### src/rtl/dac_x0504_pkg.sv
// Shared constants and types for the DACx0504 update sequencer.
package dac_x0504_pkg;

  // DACx0504 register map (downstream addresses)
  localparam logic [3:0] DAC_NOP     = 4'h0;
  localparam logic [3:0] DAC_DEVID   = 4'h1;
  localparam logic [3:0] DAC_SYNC    = 4'h2;
  localparam logic [3:0] DAC_CONFIG  = 4'h3;
  localparam logic [3:0] DAC_GAIN    = 4'h4;
  localparam logic [3:0] DAC_TRIGGER = 4'h5;
  localparam logic [3:0] DAC_BRDCAST = 4'h6;
  localparam logic [3:0] DAC_STATUS  = 4'h7;
  localparam logic [3:0] DAC_DAC0    = 4'h8;
  localparam logic [3:0] DAC_DAC1    = 4'h9;
  localparam logic [3:0] DAC_DAC2    = 4'hA;
  localparam logic [3:0] DAC_DAC3    = 4'hB;

  // TRIGGER register value that pulses LDAC
  localparam logic [15:0] LDAC_VAL = 16'h0010;

  // Local register offsets (OPB_ADDR[4] = 1)
  localparam logic [3:0] REG_CTRL   = 4'h0;
  localparam logic [3:0] REG_PERIOD = 4'h1;
  localparam logic [3:0] REG_STATUS = 4'h2;
  localparam logic [3:0] REG_SP0    = 4'h4;
  localparam logic [3:0] REG_SP1    = 4'h5;
  localparam logic [3:0] REG_SP2    = 4'h6;
  localparam logic [3:0] REG_SP3    = 4'h7;

  typedef enum logic [1:0] {
    S_IDLE  = 2'd0,
    S_ISSUE = 2'd1,
    S_GAP   = 2'd2
  } sched_state_t;

  // Index of the lowest set bit of a channel mask (0 when the mask is empty)
  function automatic logic [1:0] lowest_set(input logic [3:0] m);
    logic [1:0] r;
    r = 2'd0;
    if (m[0])      r = 2'd0;
    else if (m[1]) r = 2'd1;
    else if (m[2]) r = 2'd2;
    else if (m[3]) r = 2'd3;
    return r;
  endfunction

endpackage

### src/rtl/dac_x0504_seq_ctrl_timer.sv
// Period counter with one-shot merge; emits a single-cycle registered frame_req.
module dac_seq_timer (
  input  logic        OPB_CLK,
  input  logic        OPB_RST,
  input  logic        enable,
  input  logic [31:0] period,
  input  logic        one_shot,
  output logic        frame_req
);

  logic [31:0] cnt;
  logic        run;
  logic        tc;

  // The counter only runs with a non-zero period; >= tolerates PERIOD shrinking mid-count
  always_comb begin
    run = enable && (period != 32'd0);
    tc  = run && (cnt >= (period - 32'd1));
  end

  // Count PERIOD cycles, reload at terminal count, merge the one-shot request
  always_ff @(posedge OPB_CLK or posedge OPB_RST) begin
    if (OPB_RST) begin
      cnt       <= 32'd0;
      frame_req <= 1'b0;
    end else begin
      frame_req <= tc || one_shot;
      if (!run || tc) cnt <= 32'd0;
      else            cnt <= cnt + 32'd1;
    end
  end

endmodule

### src/rtl/dac_x0504_seq_ctrl.sv
// DACx0504 update sequencer and access arbiter: periodic shadowed channel frames
// ending in an LDAC trigger, interleaved with host pass-through accesses, with
// every downstream access spaced XFER_GAP cycles apart.
module dac_x0504_seq_ctrl
  import dac_x0504_pkg::*;
#(
  parameter int unsigned XFER_GAP   = 256,
  parameter logic [31:0] PERIOD_RST = 32'd100000
) (
  input  logic        OPB_CLK,
  input  logic        OPB_RST,
  input  logic [31:0] OPB_ADDR,
  input  logic [31:0] OPB_DI,
  input  logic        OPB_WE,
  input  logic        OPB_RE,
  output logic [31:0] OPB_DO,
  output logic [31:0] DIF_ADDR,
  output logic [31:0] DIF_DI,
  output logic        DIF_WE,
  output logic        DIF_RE,
  input  logic [31:0] DIF_DO,
  output logic        SEQ_BUSY
);

  localparam int unsigned      GW       = $clog2(XFER_GAP + 1);
  localparam logic [GW-1:0]    GAP_LOAD = GW'(XFER_GAP - 1);

  // Local registers
  logic        ctrl_en, ctrl_os;
  logic [3:0]  ctrl_mask;
  logic [31:0] period_r;
  logic [15:0] sp [4];
  logic        st_ovr, st_drop;
  logic [7:0]  st_dcnt;
  logic [31:0] loc_rdata;

  // Scheduler state
  sched_state_t state;
  logic [GW-1:0] gap_cnt;
  logic [3:0]    iss_addr;
  logic [15:0]   iss_data;
  logic          iss_trig;
  logic          pend_vld, pend_we;
  logic [3:0]    pend_addr;
  logic [15:0]   pend_data;
  logic [3:0]    rem_mask;
  logic          trig_left;
  logic [15:0]   shadow [4];

  // Combinational decode
  logic        frame_req;
  logic        loc_we, host_acc, host_avail, frame_start, frame_avail;
  logic        go, sel_host, ovr_set, drop_set;
  logic [3:0]  fmask, ch_bit, f_addr, h_addr;
  logic [1:0]  ch;
  logic        f_trig, h_we;
  logic [15:0] f_data, h_data;
  logic        unused_addr;

  assign unused_addr = &{1'b0, OPB_ADDR[31:5]};

  dac_seq_timer u_timer (
    .OPB_CLK   (OPB_CLK),
    .OPB_RST   (OPB_RST),
    .enable    (ctrl_en),
    .period    (period_r),
    .one_shot  (ctrl_os),
    .frame_req (frame_req)
  );

  // Arbitration and next-word selection; the pending host access always wins a slot
  always_comb begin
    loc_we      = OPB_WE && OPB_ADDR[4];
    host_acc    = (OPB_WE || OPB_RE) && !OPB_ADDR[4];
    host_avail  = pend_vld || host_acc;
    frame_start = frame_req && !SEQ_BUSY && (ctrl_mask != 4'h0);
    ovr_set     = frame_req && SEQ_BUSY;
    drop_set    = host_acc && pend_vld;
    fmask       = frame_start ? ctrl_mask : rem_mask;
    frame_avail = frame_start || trig_left;
    go          = (state == S_IDLE) && (gap_cnt == '0) && (host_avail || frame_avail);
    sel_host    = host_avail;
    ch          = lowest_set(fmask);
    ch_bit      = 4'b0001 << ch;
    f_trig      = (fmask == 4'h0);
    f_addr      = f_trig ? DAC_TRIGGER : {2'b10, ch};
    f_data      = f_trig ? LDAC_VAL : (frame_start ? sp[ch] : shadow[ch]);
    h_we        = pend_vld ? pend_we   : OPB_WE;
    h_addr      = pend_vld ? pend_addr : OPB_ADDR[3:0];
    h_data      = pend_vld ? pend_data : OPB_DI[15:0];
  end

  // Local register read mux and host read data path
  always_comb begin
    loc_rdata = 32'h0;
    case (OPB_ADDR[3:0])
      REG_CTRL:   loc_rdata = {24'h0, ctrl_mask, 2'b00, ctrl_os, ctrl_en};
      REG_PERIOD: loc_rdata = period_r;
      REG_STATUS: loc_rdata = {16'h0, st_dcnt, 6'h0, st_drop, st_ovr};
      REG_SP0:    loc_rdata = {16'h0, sp[0]};
      REG_SP1:    loc_rdata = {16'h0, sp[1]};
      REG_SP2:    loc_rdata = {16'h0, sp[2]};
      REG_SP3:    loc_rdata = {16'h0, sp[3]};
      default:    loc_rdata = 32'h0;
    endcase
    OPB_DO   = OPB_ADDR[4] ? loc_rdata : DIF_DO;
    DIF_ADDR = (state == S_ISSUE) ? {28'h0, iss_addr} : {28'h0, OPB_ADDR[3:0]};
    DIF_DI   = {16'h0, iss_data};
  end

  // Host-writable CTRL/PERIOD/SETPOINT registers and sticky status flags
  always_ff @(posedge OPB_CLK or posedge OPB_RST) begin
    if (OPB_RST) begin
      ctrl_en   <= 1'b0;
      ctrl_os   <= 1'b0;
      ctrl_mask <= 4'h0;
      period_r  <= PERIOD_RST;
      sp[0]     <= 16'h0;
      sp[1]     <= 16'h0;
      sp[2]     <= 16'h0;
      sp[3]     <= 16'h0;
      st_ovr    <= 1'b0;
      st_drop   <= 1'b0;
      st_dcnt   <= 8'h0;
    end else begin
      ctrl_os <= 1'b0;
      if (loc_we) begin
        case (OPB_ADDR[3:0])
          REG_CTRL: begin
            ctrl_en   <= OPB_DI[0];
            ctrl_os   <= OPB_DI[1];
            ctrl_mask <= OPB_DI[7:4];
          end
          REG_PERIOD: period_r <= OPB_DI;
          REG_SP0:    sp[0]    <= OPB_DI[15:0];
          REG_SP1:    sp[1]    <= OPB_DI[15:0];
          REG_SP2:    sp[2]    <= OPB_DI[15:0];
          REG_SP3:    sp[3]    <= OPB_DI[15:0];
          default: ;
        endcase
      end
      if (ovr_set)
        st_ovr <= 1'b1;
      else if (loc_we && (OPB_ADDR[3:0] == REG_STATUS) && OPB_DI[0])
        st_ovr <= 1'b0;
      if (drop_set)
        st_drop <= 1'b1;
      else if (loc_we && (OPB_ADDR[3:0] == REG_STATUS) && OPB_DI[1])
        st_drop <= 1'b0;
      if (drop_set && (st_dcnt != 8'hFF))
        st_dcnt <= st_dcnt + 8'd1;
    end
  end

  // Slot scheduler: pending buffer, frame progress and registered downstream strobes
  always_ff @(posedge OPB_CLK or posedge OPB_RST) begin
    if (OPB_RST) begin
      state     <= S_IDLE;
      gap_cnt   <= '0;
      DIF_WE    <= 1'b0;
      DIF_RE    <= 1'b0;
      iss_addr  <= 4'h0;
      iss_data  <= 16'h0;
      iss_trig  <= 1'b0;
      pend_vld  <= 1'b0;
      pend_we   <= 1'b0;
      pend_addr <= 4'h0;
      pend_data <= 16'h0;
      SEQ_BUSY  <= 1'b0;
      rem_mask  <= 4'h0;
      trig_left <= 1'b0;
      shadow[0] <= 16'h0;
      shadow[1] <= 16'h0;
      shadow[2] <= 16'h0;
      shadow[3] <= 16'h0;
    end else begin
      DIF_WE <= 1'b0;
      DIF_RE <= 1'b0;
      // A host access that is not issued straight away parks in the pending buffer
      if (host_acc && !pend_vld && !(go && sel_host)) begin
        pend_vld  <= 1'b1;
        pend_we   <= OPB_WE;
        pend_addr <= OPB_ADDR[3:0];
        pend_data <= OPB_DI[15:0];
      end
      if (frame_start) begin
        shadow    <= sp;
        rem_mask  <= ctrl_mask;
        trig_left <= 1'b1;
        SEQ_BUSY  <= 1'b1;
      end
      case (state)
        S_IDLE: begin
          if (go) begin
            state   <= S_ISSUE;
            gap_cnt <= GAP_LOAD;
            if (sel_host) begin
              DIF_WE   <= h_we;
              DIF_RE   <= !h_we;
              iss_addr <= h_addr;
              iss_data <= h_data;
              iss_trig <= 1'b0;
              if (pend_vld) pend_vld <= 1'b0;
            end else begin
              DIF_WE   <= 1'b1;
              iss_addr <= f_addr;
              iss_data <= f_data;
              iss_trig <= f_trig;
              if (f_trig) trig_left <= 1'b0;
              else        rem_mask  <= fmask & ~ch_bit;
            end
          end
        end
        S_ISSUE: begin
          // The gap counter already covers the strobe cycle, so issues land XFER_GAP apart
          state   <= S_GAP;
          gap_cnt <= gap_cnt - GW'(1);
          if (iss_trig) SEQ_BUSY <= 1'b0;
        end
        S_GAP: begin
          gap_cnt <= gap_cnt - GW'(1);
          if (gap_cnt == GW'(1)) state <= S_IDLE;
        end
        default: state <= S_IDLE;
      endcase
    end
  end

endmodule

### config.mk
export PLATFORM = sky130hd
export DESIGN_NAME = dac_x0504_seq_ctrl
export DESIGN_NICKNAME = d
export VERILOG_FILES = /design/src/rtl/dac_x0504_pkg.sv /design/src/rtl/dac_x0504_seq_ctrl_timer.sv /design/src/rtl/dac_x0504_seq_ctrl.sv
export SDC_FILE = /design/constraint.sdc
export NUM_CORES = 1
export LEC_CHECK = 0
export BUFFER_PORTS_ARGS = -buffer_cell sky130_fd_sc_hd__buf_2
export CAP_MARGIN = 20
export CORE_MARGIN = 10
export CORE_UTILIZATION = 33
export CTS_CLUSTER_DIAMETER = 50
export CTS_CLUSTER_SIZE = 40
export DETAILED_ROUTE_END_ITERATION = 16
export PLACE_DENSITY_LB_ADDON = 0.25
export REMOVE_ABC_BUFFERS = 1
export SLEW_MARGIN = 25
export SYNTH_ARGS = -nofsm -noshare
export SYNTH_HDL_FRONTEND = slang
export SYNTH_HIERARCHICAL = 1
export SYNTH_SLANG_ARGS = --single-unit
### constraint.sdc
create_clock -name OPB_CLK -period 15.1 [get_ports OPB_CLK]
set_input_delay 0 -clock OPB_CLK [delete_from_list [all_inputs] [get_ports OPB_CLK]]
set_output_delay 0 -clock OPB_CLK [all_outputs]
set_load 0.01 [all_outputs]
# After elaboration in Yosys (flattened, before gate mapping)
# Index checks and enable logic that the tools add are counted.
# totals
regBits	271
wordCells	159
out_inout_bits	99
# classes
eq_ne	12
n_bitwise	3
mux	58
addsub	4
shift	1
magnitude_cmp	2
reduce_logical	48
# op_table
operator	n
$pmux 32 s7	1
$mux 16	8
$bmux 16 s2	2
$mux 32	2
$mux 4	9
$add 32x1->32 const B	1
$ge 32x32->1	1
$reduce_bool 32->1	1
$sub 32x1->32 const B	1
$mux 1	27
$pmux 9 s2	1
$reduce_and 2->1	9
$logic_and 1x1->1	17
$eq 4x3->1 const B	4
$mux 2	6
$eq 9x1->1 const B	1
$logic_not 9->1	1
$mux 9	1
$sub 9x1->9 const B	1
$add 8x1->8 const B	1
$logic_not 4->1	2
$ne 8x8->1 const B	1
$logic_not 1->1	6
$logic_or 1x1->1	6
15 further kinds	18

# Logic depth before layout (Yosys ltp)
# Gate-level depths: netlist of the first run.
# logic_depth
depth_word	15
mapped_depth	14
depth_no_buf	13

# Cells and area by module
# Netlist of the first run, hierarchy kept.
# by_module_without_submodules
mod	area_each_um2	seq_area_each_um2	instances	cells_per_inst
dac_x0504_seq_ctrl	12216.7	5963.2	1	1187
dac_seq_timer	2939.1	825.8	1	336

# Worst setup path after synthesis of the first run
# Ideal clock, no wire load.
# synth_timing
path_kind	reg2reg
from	reg period_r[2]
to	reg u_timer.cnt[10]
n_path_buf	2
path_slack_ps	11425
arrival_ps	3539
setup_time_ps	136
stages_incl_launch_ff	14
required_time_ps	14964
synth_period_minus_slack_ps	3675
cell_sequence	dfrtp_1 -> or3_1 -> or4_1 -> clkbuf_1 -> nor3_1 -> nand3b_1 -> xor2_1 -> ha_1 -> nand4_1 -> or4_1 -> nor2_1 -> o41a_1 -> clkbuf_1 -> nor3_1
# synth_via
elab_chain_cells	5
# synth_lines
element	line_no	text
start: declaration	dac_x0504_seq_ctrl.sv:31	logic [31:0] period_r;
start signal: assignment	dac_x0504_seq_ctrl.sv:117	period_r <= PERIOD_RST;
start signal: assignment	dac_x0504_seq_ctrl.sv:134	REG_PERIOD: period_r <= OPB_DI;
$sub 32x1->32 / $reduce_bool 32->1 (equally long branches)	dac_x0504_seq_ctrl_timer.sv:18, dac_x0504_seq_ctrl_timer.sv:17	
$ge 32x32->1 / $logic_and 1x1->1 (equally long branches)	dac_x0504_seq_ctrl_timer.sv:18, dac_x0504_seq_ctrl_timer.sv:17	
$logic_and 1x1->1 / $logic_not 1->1 (equally long branches)	dac_x0504_seq_ctrl_timer.sv:18, dac_x0504_seq_ctrl_timer.sv:28	
$logic_or 1x1->1 (*)	dac_x0504_seq_ctrl_timer.sv:28	if (!run || tc) cnt <= 32'd0;
$mux 32 (*)	dac_x0504_seq_ctrl_timer.sv:28	
end signal: assignment	dac_x0504_seq_ctrl_timer.sv:29	else cnt <= cnt + 32'd1;
end: declaration	dac_x0504_seq_ctrl_timer.sv:11	logic [31:0] cnt;
# Mark *: on every way between the ends. The rest lies on a longest branch, timed or not.
# A chain may end at the register's enable or synchronous reset.

# Worst setup path after layout of the first run
# layout_timing
from	reg period_r[2]
to	reg u_timer.frame_req
# layout_via
elab_chain_cells	4
# layout_lines
element	line_no	text
$sub 32x1->32 / $reduce_bool 32->1 (equally long branches)	dac_x0504_seq_ctrl_timer.sv:18, dac_x0504_seq_ctrl_timer.sv:17	
$ge 32x32->1 / $logic_and 1x1->1 (equally long branches)	dac_x0504_seq_ctrl_timer.sv:18, dac_x0504_seq_ctrl_timer.sv:17	
$logic_and 1x1->1 (*)	dac_x0504_seq_ctrl_timer.sv:18	tc = run && (cnt >= (period - 32'd1));
$logic_or 1x1->1 (*)	dac_x0504_seq_ctrl_timer.sv:27	frame_req <= tc || one_shot;
end signal: assignment	dac_x0504_seq_ctrl_timer.sv:27	
end: declaration	dac_x0504_seq_ctrl_timer.sv:8	output logic frame_req
# Marked as above.

==> results of run 1 <==
[area by class of cell]
class / count / area, sq um
clock buffer: 42 / 953
clock inverter: 23 / 382
fill: 4503 / 27400
inverter: 55 / 214
multi-input combinational: 1107 / 7630
sequential: 271 / 6790
tap: 600 / 751
timing repair buffer: 192 / 1230
[how the worst max path moves through the flow]
stage	slack (ns)	cells past startpoint	to	start
after floorplan	8.58	1	DIF_RE	OPB_RST
after global placement	10.71	12	u_timer/frame_req	period_r[2]
after detailed placement	10.72	12	u_timer/frame_req	period_r[2]
after CTS	10.66	12	u_timer/frame_req	period_r[2]
after global routing	10.44	11	u_timer/cnt[15]	period_r[2]
final	10.64	12	u_timer/frame_req	period_r[2]
[kinds of logic (layout without fill, tap and decap cells)]
group / after synthesis / count (layout)
mux: 171 / 171
simple gates: 507 / 507
buf+inv: 188 / 312
flops: 271 / 271
xor+xnor: 69 / 69
compound gates: 273 / 273
other cells: 1 / 44
fa+ha+maj: 43 / 43
[sequential cells by signal, summed over array words and instances, names as in the netlist, 2 cells and up]
signal	count
pend_addr	4
st_dcnt	8
gap_cnt	9
shadow	64
rem_mask	4
pend_data	16
iss_addr	4
state	2
period_r	32
sp	64
u_timer/cnt	32
ctrl_mask	4
iss_data	16
[timing repair]
| item | 4_1_cts | 5_1_grt |
|---|---|---|
| hold buffers | 36 | 0 |
| endpoints found under the hold margin | 272 | 0 |
| setup endpoints to repair | 0 | 0 |
| buffers inserted | 0 | 0 |
[metrics by stage]
| stage | worst slack, ns | cells | instance area [sq um] | hold slack, ns |
|---|---|---|---|---|
| 2_1_floorplan | 8.58 | 1433 | 14600 | 0.102 |
| 3_3_place_gp | 10.71 | 2188 | 16200 | 0.197 |
| 3_5_place_dp | 10.72 | 2188 | 16200 | 0.201 |
| 4_1_cts | 10.66 | 2289 | 17900 | 0.0101 |
| 5_1_grt | 10.44 | 2290 | 17900 | 0.0427 |
| 6_report | 10.64 | 2290 | 17900 | 0.0423 |
[metal layers]
layer	global-route usage, %	vias up	share of wire, %	wire length, microns
met5	0	-	0.032	15
met4	4.71	4	2.3	1080
met3	3.28	82	6.6	3080
met2	28.7	352	48	22500
met1	21.4	6004	43	20000
li1	-	5667	-	-
[layout by cell type (no fill, tap or decap), types with 9 or more instances in the layout]
| master | n |
|---|---|
| a21oi_1 | 52 |
| nand3_1 | 34 |
| mux2i_1 | 36 |
| xor2_1 | 25 |
| clkbuf_16 | 36 |
| xnor2_1 | 44 |
| conb_1 | 44 |
| nand2_1 | 244 |
| o221ai_1 | 16 |
| nor4_1 | 16 |
| nand3b_1 | 9 |
| o22ai_1 | 17 |
| a221oi_1 | 10 |
| o211ai_1 | 22 |
| buf_4 | 28 |
| ha_1 | 43 |
| dlygate4sd3_1 | 36 |
| nor2_1 | 59 |
| buf_2 | 127 |
| a22oi_1 | 19 |
| mux2_2 | 135 |
| dfrtp_1 | 265 |
| nand4_1 | 20 |
| o32a_1 | 16 |
| inv_1 | 54 |
| a221o_1 | 15 |
| o21ai_0 | 40 |
| nor3_1 | 55 |
| a21o_1 | 17 |
[power by group through the flow]
stage,Clock [mW],Sequential (mW),Combinational (mW)
after floorplan,0,0.909,0.269
after global placement,0,0.939,0.369
after detailed placement,0,0.942,0.378
after CTS,0.969,0.930,0.387
after global routing,1.00,0.946,0.429
final,0.942,0.931,0.386
==> impl_metrics.ini, run 1 <==
[run_status]
status = completed

[setup_path]
ff2ff_setup_slack_ns = 10.64
path_max_fanout = 33
cp-start-kind = register
crit_family = simple AND/OR/NAND/NOR gates
arrival_ns = 4.93
r2r-start = period_r[2]
slowest_delay_ns = 0.66
cp_slowest_cell = or4_1
r2r_cells = 12
end_kind = register
timing.rr.end = u_timer/frame_req
crit_type = register to register
worstPathRequired_ns = 15.57
worstPathBufferInverterCount = 1
path_cells = or3_1 > or4_1 > nor3_1 > nand3b_1 > xor2_1 > ha_1 > nand4_1 > or4_1 > nor2_1 > o41a_1 > buf_4 > o41a_1

[cells_and_area]
drive_above_1_share_pct = 23.0
area_delta_synth_final_pct = 18.4
antenna_cells = 0
final_util_pct = 39.6
nNetsFinal = 1806

[timing]
clock-skew-final_ns = 0.0331
fin_crit_sh_pct = 29.6
fmax_ghz = 0.224
slew_headroom_pct = 26.3
fin_setup_tns_ns = 0
finalHoldViolCount = 0
rsz0062_at_grt = no
slew_viol_final = 0
worst_pin_slew_ns = 1.10
period_minus_slack_ns = 4.46
setup_viol = 0

[route]
drtIter0Drc = 874
drt_first_pass_iters = 7
drc = 0
vias_per_cell = 5.29
wire_per_inst_microns = 20.4
drtAntennaViolNets = 0
drt-total-wl_microns = 46700
vias = 12109

[floorplanning]
die-area_sq_um = 54900
chipWidth_microns = 234
io_pins = 199
initial_utilization_pct = 33.4
rows = 78
die_h_microns = 234
coreArea_sq_um = 45400

[worst_hold_path]
min_path_type = input port to register
hold_end = pend_addr[2]
hold_depth = 2
worstHoldStart = OPB_ADDR[2]

[global_route]
grt_pass1_wl_microns = 72200
antenna_found_initial = 2
grt_overflow = 0
first_global_vias = 12289
track_usage_pct = 16.9
grt_start_max_net_pins = 105

[synthesis]
synth_fa_ha_area_share_pct = 3.55
synth.top_cell.area_share_pct = 43.8
muxShareOfSynthArea_pct = 12.4
ys_seq_area_share_pct = 44.8
syn_area_per_cell_sq_um = 9.95
synthSimpleGateAreaFrac_pct = 15.8
ys_ff_latch = 271
synth_top_cell_by_area = dfrtp_1
synth-compound-area-share_pct = 13.0
synth_most_common_cell = dfrtp_1
synth-edff-count = 0
ys.flop_type = dfrtp_1
synth_cell_types = 76
synthArstFlopShare_pct = 100
synthCells = 1523
synthXorXnorAreaFrac_pct = 3.99
synth_area_sq_um = 15200
ys_top_cells_by_area = dfrtp_1, mux2_2, nand2_1
synth_top_family_by_area = simple AND/OR/NAND/NOR gates
synthTopCellsByCount = dfrtp_1, nand2_1, mux2_2
ys_warn_count = 6

[place]
port_buffers = 127
gp_congestion = 0.844
dp_hpwl_microns = 30600

[cts]
cts_resized = 0
cts-root-buf = clkbuf_16
insertion_delay_ns = 0.57
cts_tree = built
cts_made_buffers = 36
htreeDepth = 2
clockBufferDepth = 3
path_clk_slew_ns = 0.06
clock-sinks = 271

[power]
pwr-share-seq_pct = 41.2
p_comb_share_pct = 17.1
switchingPower_mw = 0.683
fin_total_pwr_mw = 2.26
power_density_nw_per_um2 = 126
leakage_nw = 8.14
vdd_drop_max_uv = 67.3
switching_share_pct = 30.2
p_int_mw = 1.58
p_clk_share_pct = 41.7

[job]
cap_violations = 0
Power figures use the tool's default switching activity.
==> inputs of run 2 (changes only) <==
==> constraint.sdc (replaced) <==
create_clock -name OPB_CLK -period 4.6 [get_ports OPB_CLK]
set_input_delay 0 -clock OPB_CLK [delete_from_list [all_inputs] [get_ports OPB_CLK]]
set_output_delay 0 -clock OPB_CLK [all_outputs]
set_load 0.01 [all_outputs]
==> impl_metrics.ini, run 2 (synthesis results as in run 1) <==
[timing]
slew_headroom_pct = 26.7
finalHoldViolCount = 0
fin_crit_sh_pct = 92.4
slew_viol_final = 0
fin_setup_tns_ns = 0
fmax_ghz = 0.235
worst_slack_ns = 0.350
setup_viol = 0
rsz0062_at_grt = no
clock-skew-final_ns = 0.0208
period_minus_slack_ns = 4.25
worst_pin_slew_ns = 1.10

[setup_path]
r2r_cells = 12
crit_type = register to register
path_max_fanout = 22
worstPathRequired_ns = 5.08
cp-start-kind = register
ff2ff_setup_slack_ns = 0.35
timing.rr.end = u_timer/frame_req
crit_path_end = u_timer/frame_req
arrival_ns = 4.73
critPathLaunch = period_r[13]
end_kind = register
r2r-start = period_r[13]

[power]
p_int_mw = 5.07
switchingPower_mw = 2.26
p_clk_share_pct = 41.0
power_density_nw_per_um2 = 408
switching_share_pct = 30.8
leakage_nw = 8.15
p_comb_share_pct = 17.3
vdd_drop_max_uv = 192
pwr-share-seq_pct = 41.7

[place]
port_buffers = 127
dp_hpwl_microns = 31900
gp_congestion = 0.834
dp_slack_ns = 0.449

[cells_and_area]
area_delta_synth_final_pct = 18.5
final_util_pct = 39.6
nNetsFinal = 1812
reg.largest.list = shadow (64), sp (64)
ff_latch_area_sq_um = 6790
multi_input_area_sq_um = 7640
fill_cells = 4490
layout_common_cells = dfrtp_1, nand2_1, mux2_2
final_common_cell = dfrtp_1
drive_above_1_share_pct = 23.3

[cts]
cts_made_buffers = 36
insertion_delay_ns = 0.55
clockBufferDepth = 3
post-cts-setup-buffers = 0
cts_resized = 0
clock-sinks = 271
cts_hold_buf = 37
cts_tree = built
cts-root-buf = clkbuf_16
path_clk_slew_ns = 0.07
htreeDepth = 2

[floorplanning]
chipWidth_microns = 234
die-area_sq_um = 54900
die_h_microns = 234
io_pins = 199
coreArea_sq_um = 45400
rows = 78
initial_utilization_pct = 33.4

[route]
vias_per_cell = 5.27
drt-total-wl_microns = 47400
drtIter0Drc = 796
wire_per_inst_microns = 20.6
drt_first_pass_iters = 6
drtAntennaViolNets = 0
vias = 12112
drc = 0

[global_route]
first_global_vias = 12163
grt_overflow = 0
antenna_found_initial = 3
track_usage_pct = 17.0
grt_start_max_net_pins = 105
grt_pass1_wl_microns = 72600

[run_status]
status = completed

[worst_hold_path]
min_path_type = input port to register

[job]
cap_violations = 0
==> run 2: final cells by class <==
class | count | area share [%]
clock inverters | 25 | 1.79
clock buffers | 41 | 5.30
flip-flops and latches | 271 | 37.8
inverters | 55 | 1.19
well taps | 600 | 4.18
multi-input cells | 1107 | 42.5
diodes | 2 | 0.0279
repair buffers | 198 | 7.16
==> run 2: per-stage QoR <==
stage,cells,hold slack [ns],total power [mW],area [sq um]
after floorplan,1433,0.102,3.87,14600
after global placement,2194,0.197,4.30,16300
after detailed placement,2194,0.201,4.34,16300
after CTS,2297,0.0189,7.41,17900
after global routing,2297,0.0526,7.71,17900
final,2299,0.0720,7.33,18000
==> run 2: worst max-delay path, cell delays in order, from the launching register on <==
cell and delay [ns]:
dfrtp_1 0.48, nor4_1 0.61, nand4b_1 0.36, nor3_1 0.44, nand3b_1 0.15, xor2_1 0.17, ha_1 0.31, nand4_1 0.16
or4_1 0.61, nor2_1 0.21, o41a_1 0.21, buf_4 0.28, o41a_1 0.19
==> run 2: per-layer routing <==
| layer | vias to the layer above | share of wire [%] | GRT usage (%) |
|---|---|---|---|
| li1 | 5689 | - | - |
| met1 | 6047 | 44 | 21.7 |
| met2 | 302 | 48 | 28.4 |
| met3 | 70 | 5.4 | 2.96 |
| met4 | 4 | 2.8 | 6.37 |
| met5 | - | 0.036 | 0 |
==> run 2: how the worst min path moves through the flow <==
stage / start / endpoint / depth (start not counted)
6_report: OPB_ADDR[2] / pend_addr[2] / 2
5_1_grt: OPB_ADDR[2] / pend_addr[2] / 2
4_1_cts: OPB_ADDR[2] / pend_addr[2] / 2
3_5_place_dp: OPB_RST / u_timer/cnt[14] / 3
3_3_place_gp: OPB_RST / u_timer/cnt[14] / 3
2_1_floorplan: OPB_ADDR[4] / OPB_DO[0] / 1
==> run 2: power groups by stage <==
stage          sequential (mW)  combinational [mW]  clock, mW
5_1_grt                   3.10                1.42       3.19
4_1_cts                   3.05                1.28       3.08
3_3_place_gp              3.08                1.22          0
3_5_place_dp              3.09                1.25          0
6_report                  3.06                1.27       3.01
2_1_floorplan             2.98               0.883          0
